## config.mk

```make
export PLATFORM = sky130hd
export DESIGN_NAME = bin2bcd_seq
export DESIGN_NICKNAME = d
export VERILOG_FILES = /design/src/rtl/bin2bcd_seq.sv
export SDC_FILE = /design/constraint.sdc
export NUM_CORES = 1
export LEC_CHECK = 0
export CORE_ASPECT_RATIO = 1.5
export CORE_MARGIN = 2
export CORE_UTILIZATION = 59
export DETAILED_ROUTE_END_ITERATION = 12
export PLACE_DENSITY = 0.84
export SETUP_SLACK_MARGIN = 0.15
export SLEW_MARGIN = 10
export SYNTH_ARGS = -nofsm -noshare
export SYNTH_HDL_FRONTEND = slang
export SYNTH_SLANG_ARGS = --single-unit
```

## constraint.sdc

```tcl
create_clock -name clk -period 3.17 [get_ports clk]
set_input_delay 0.634 -clock clk [delete_from_list [all_inputs] [get_ports clk]]
set_output_delay 0.634 -clock clk [all_outputs]
set_load 0.03 [all_outputs]
```

## src/rtl/bin2bcd_seq.sv

```systemverilog
// Sequential binary-to-BCD converter (shift-and-add-3), one bit per clock, with saturation on overflow.
// Optional leading-zero mask output enabled by defining BIN2BCD_SEQ_BLANK_EN.
module bin2bcd_seq #(
    parameter int BIN_W  = 14,
    parameter int DIGITS = 4
) (
    input  logic                  clk,
    input  logic                  rst,
    input  logic                  start,
    input  logic [BIN_W-1:0]      bin,
    output logic                  busy,
    output logic                  done,
    output logic [4*DIGITS-1:0]   bcd,
    output logic                  ovf
`ifdef BIN2BCD_SEQ_BLANK_EN
    ,
    output logic [DIGITS-1:0]     blank
`endif
);

    // Decimal digits needed for the largest BIN_W-bit value, never fewer than DIGITS.
    function automatic int acc_digits(input int w, input int d);
        logic [63:0] v;
        int          n;
        v = (64'd1 << w) - 64'd1;
        n = 0;
        for (int i = 0; i < 20; i++) begin
            if (v != 64'd0) begin
                v = v / 64'd10;
                n++;
            end
        end
        return (n > d) ? n : d;
    endfunction

    function automatic logic [63:0] pow10(input int d);
        logic [63:0] r;
        r = 64'd1;
        for (int i = 0; i < d; i++) begin
            r = r * 64'd10;
        end
        return r;
    endfunction

    localparam int          ACC_D   = acc_digits(BIN_W, DIGITS);
    localparam int          ACC_W   = 4 * ACC_D;
    localparam int          OUT_W   = 4 * DIGITS;
    localparam int          CNT_W   = (BIN_W > 2) ? $clog2(BIN_W) : 2;
    localparam logic [63:0] MAX_VAL = pow10(DIGITS) - 64'd1;

    typedef enum logic [1:0] {
        IDLE,
        SHIFT,
        DONE
    } state_t;

    state_t             state;
    state_t             next_state;

    logic [ACC_W-1:0]   acc;
    logic [BIN_W-1:0]   sh;
    logic [CNT_W-1:0]   cnt;
    logic               ovf_pend;

    logic [ACC_W-1:0]   adj;
    logic [ACC_W-1:0]   acc_shift;
    logic [BIN_W-1:0]   sh_shift;
    logic [OUT_W-1:0]   result;
    logic               last_shift;
    logic               accept;

    assign accept     = (state == IDLE) && start;
    assign last_shift = (cnt == CNT_W'(BIN_W - 1));

    always_ff @(posedge clk or posedge rst) begin
        if (rst) begin
            state <= IDLE;
        end else begin
            state <= next_state;
        end
    end

    always_comb begin
        next_state = state;
        case (state)
            IDLE:    if (start) next_state = SHIFT;
            SHIFT:   if (last_shift) next_state = DONE;
            DONE:    next_state = IDLE;
            default: next_state = IDLE;
        endcase
    end

    always_comb begin
        busy = 1'b0;
        done = 1'b0;
        case (state)
            SHIFT: busy = 1'b1;
            DONE: begin
                busy = 1'b1;
                done = 1'b1;
            end
            default: begin
                busy = 1'b0;
                done = 1'b0;
            end
        endcase
    end

    always_comb begin
        adj = acc;
        for (int d = 0; d < ACC_D; d++) begin
            if (acc[4*d +: 4] >= 4'd5) begin
                adj[4*d +: 4] = acc[4*d +: 4] + 4'd3;
            end
        end
        acc_shift = {adj[ACC_W-2:0], sh[BIN_W-1]};
        sh_shift  = {sh[BIN_W-2:0], 1'b0};
        result    = ovf_pend ? {DIGITS{4'h9}} : acc_shift[OUT_W-1:0];
    end

    // Results are registered on the edge that enters DONE so they are valid alongside the done pulse.
    always_ff @(posedge clk or posedge rst) begin
        if (rst) begin
            acc      <= '0;
            sh       <= '0;
            cnt      <= '0;
            ovf_pend <= 1'b0;
            bcd      <= '0;
            ovf      <= 1'b0;
        end else if (accept) begin
            acc      <= '0;
            sh       <= bin;
            cnt      <= '0;
            ovf_pend <= (64'(bin) > MAX_VAL);
        end else if (state == SHIFT) begin
            acc <= acc_shift;
            sh  <= sh_shift;
            cnt <= cnt + CNT_W'(1);
            if (last_shift) begin
                bcd <= result;
                ovf <= ovf_pend;
            end
        end
    end

`ifdef BIN2BCD_SEQ_BLANK_EN
    logic [DIGITS-1:0] blank_next;
    logic              zero_above;

    always_comb begin
        blank_next = '0;
        zero_above = 1'b1;
        for (int k = DIGITS - 1; k >= 1; k--) begin
            zero_above    = zero_above && (result[4*k +: 4] == 4'd0);
            blank_next[k] = zero_above;
        end
    end

    always_ff @(posedge clk or posedge rst) begin
        if (rst) begin
            blank <= '1;
        end else if ((state == SHIFT) && last_shift) begin
            blank <= blank_next;
        end
    end
`endif

endmodule

```

==> impl_metrics.py <==
metrics = {
    "floorplanning": {
        "core-area_um2": 4580,
        "start_util_pct": 61.8,
        "die_w_um": 60.5,
        "io_pins": 36,
        "rows": 30,
        "dieArea_um2": 5380,
        "die_h_um": 88.8,
    },
    "final_layout": {
        "final_core_util_pct": 73.4,
        "drive_gt1_share_pct": 8.59,
        "fillers": 341,
        "multi_input_area_um2": 1360,
        "regArea_um2": 1350,
        "nets": 357,
        "layout_commonest_cell": "dfrtp_1",
        "num_antenna_cells": 0,
        "area_growth_pct": 18.9,
        "fin_area_um2": 3360,
        "layout_common_cells": "dfrtp_1 (54), nand2_1 (42), clkdlybuf4s50_1 (35)",
    },
    "global_routing": {
        "grt_pass1_wl_um": 9630,
        "antenna_found_initial": 0,
        "grt_overflow": 0,
        "grt_max_degree": 52,
        "grt_pass1_vias": 2165,
        "gr-usage-all-layers_pct": 23.9,
    },
    "routing": {
        "drtIter0Drc": 61,
        "first_pass_iters": 4,
        "via_per_inst": 5.68,
        "drcViolationCount": 0,
        "dr_total_vias": 2215,
        "wl_per_cell_um": 14.7,
        "detail-route-antenna-nets": 0,
        "wl_um": 5720,
    },
    "logic_synthesis": {
        "synth.largest_area_cell": "dfrtp_1",
        "yosysSeqAreaShare_pct": 47.8,
        "syn_nets": 324,
        "yosys.area.top_type_share_pct": 47.8,
        "syn_area_um2": 2830,
        "synth_top_cells_by_area": "dfrtp_1 (48%), ha_1 (6.6%), mux2i_1 (6.4%)",
        "avgSynthCellArea_um2": 9.69,
        "yosysWarnings": 0,
        "synth_cell_types": 33,
        "synth_seq_cells": 54,
        "synthCells": 292,
    },
    "clock_network": {
        "cts.htree.levels": 2,
        "clock_latency_ps": 310,
        "cts_hold_buf": 0,
        "numCtsBuffers": 5,
        "root_buffer": "clkbuf_8",
        "path_clk_slew_ps": 100,
        "cts_tree": "done",
        "cts.path.max_buffers": 2,
        "cts.sinks": 54,
        "postCtsSetupRepairBufs": 0,
        "cts_resized": 0,
    },
    "hold_path": {
        "min_path_type": "flop to flop",
    },
    "power_and_ir_drop": {
        "seqPwrFrac_pct": 38.3,
        "p_int_mw": 1.73,
        "pwr-share-comb_pct": 42.0,
        "power.leakage_nw": 1.45,
        "ir_worst_vdd_v": 0.000603,
        "power_density_nw_per_um2": 855,
        "pwr-share-clk_pct": 19.6,
        "swShare_pct": 39.8,
        "switchingPower_mw": 1.15,
    },
    "sta": {
        "final_max_slew_viol_count": 0,
        "fmaxAchievable_mhz": 420,
        "hold_viol_final": 0,
        "fin_skew_ps": 6.34,
        "max_slew_margin_pct": 61.5,
        "worstMarginPinSlew_ps": 578,
        "setup_viol": 0,
        "setup_slack_ps": 788,
        "rsz0062_at_grt": "false",
        "fin_crit_sh_pct": 75.2,
        "finalSetupTns_ps": 0,
        "hold_ws_ps": 477,
        "min_period_ps": 2380,
    },
    "worst_setup_path": {
        "ff2ff_setup_slack_ps": 1370,
        "cp.arrival_ps": 1750,
        "path_class": "flop to output port",
        "cp-end-kind": "output port",
        "required_ps": 2540,
        "cp-start-kind": "flop",
        "crit_path_max_fanout": 4,
    },
    "place": {
        "placed_area_um2": 3220,
        "pre_cts_ws_ps": 983,
        "place_hpwl_um": 4070,
        "placement.io_buffers": 35,
        "place.gp.congestion": 0.867,
    },
    "status": {
        "status": "finished clean",
    },
    "flow_run": {
        "drv_cap": 0,
    },
}
registers in the layout, summed over array words and instances, names as in the netlist:
register	count
cnt	4
ovf_pend	1
state	2
ovf	1
bcd	16
acc	16
sh	14
path summary, 6_finish.rpt:
| kind | startpoint | to | depth (start not counted) |
|---|---|---|---|
| max reg2reg | state[1] | ovf_pend | 6 |
| min reg2reg | bcd[0] | bcd[0] | 2 |
| min | bcd[0] | bcd[0] | 2 |
| max | state[0] | busy | 3 |
| min in group asynchronous | rst | sh[0] | 2 |
| max in group asynchronous | rst | cnt[0] | 3 |
synth_stat cells (all sizes together):
| cell type | instances |
|---|---|
| nand2 | 42 |
| nor3 | 4 |
| ha | 15 |
| xor2 | 2 |
| a21oi | 22 |
| a22o | 4 |
| buf | 12 |
| nand3b | 5 |
| clkbuf | 2 |
| nand4 | 2 |
| xnor2 | 5 |
| a31oi | 8 |
| o31ai | 4 |
| nor2b | 5 |
| mux2 | 1 |
| or3 | 4 |
| nor2 | 19 |
| nand2b | 5 |
| nor4 | 1 |
| and2 | 1 |
| o21ai | 35 |
| mux2i | 18 |
| inv | 12 |
| dfrtp | 54 |
| nand3 | 10 |
per-stage QoR:
stage | power (mW) | std cells
floorplan | 2.02 | 292
global placement | 2.25 | 382
detailed placement | 2.31 | 382
CTS | 2.89 | 390
global route | 3.08 | 390
finish | 2.88 | 390
power groups by stage:
stage	registers [mW]	logic, mW	clock network [mW]
after floorplan	1.07	0.945	0
after global placement	1.10	1.15	0
after detailed placement	1.11	1.20	0
after CTS	1.10	1.22	0.570
after global routing	1.13	1.36	0.594
final	1.10	1.21	0.565
routing by layer:
metal,up-vias,wire (µm),global-route usage [%]
met5,-,0,0
met4,0,148,11.7
met3,16,225,4.39
met2,72,3140,40.6
met1,1054,2210,28.5
li1,1073,-,-
critical path: stages (launching register included):
cell             delay (ps)
dfrtp_1                 400
inv_1                   100
ha_1                    280
clkdlybuf4s50_1         660
layout make-up:
class	count	share of cell area, %
multi-input combinational	212	40.3
sequential	54	40.2
timing repair buffer	40	11.5
clock buffer	6	2.46
tap	64	2.38
clock inverter	2	1.79
inverter	12	1.34
cells by family after synthesis:
logic type	share of synthesized area, %
xor+xnor	2.17
fa+ha+maj	6.63
flops	47.8
buf+inv	4.38
mux	6.77
simple gates	16.9
compound gates	15.4
(Power assumes the default switching activity.)
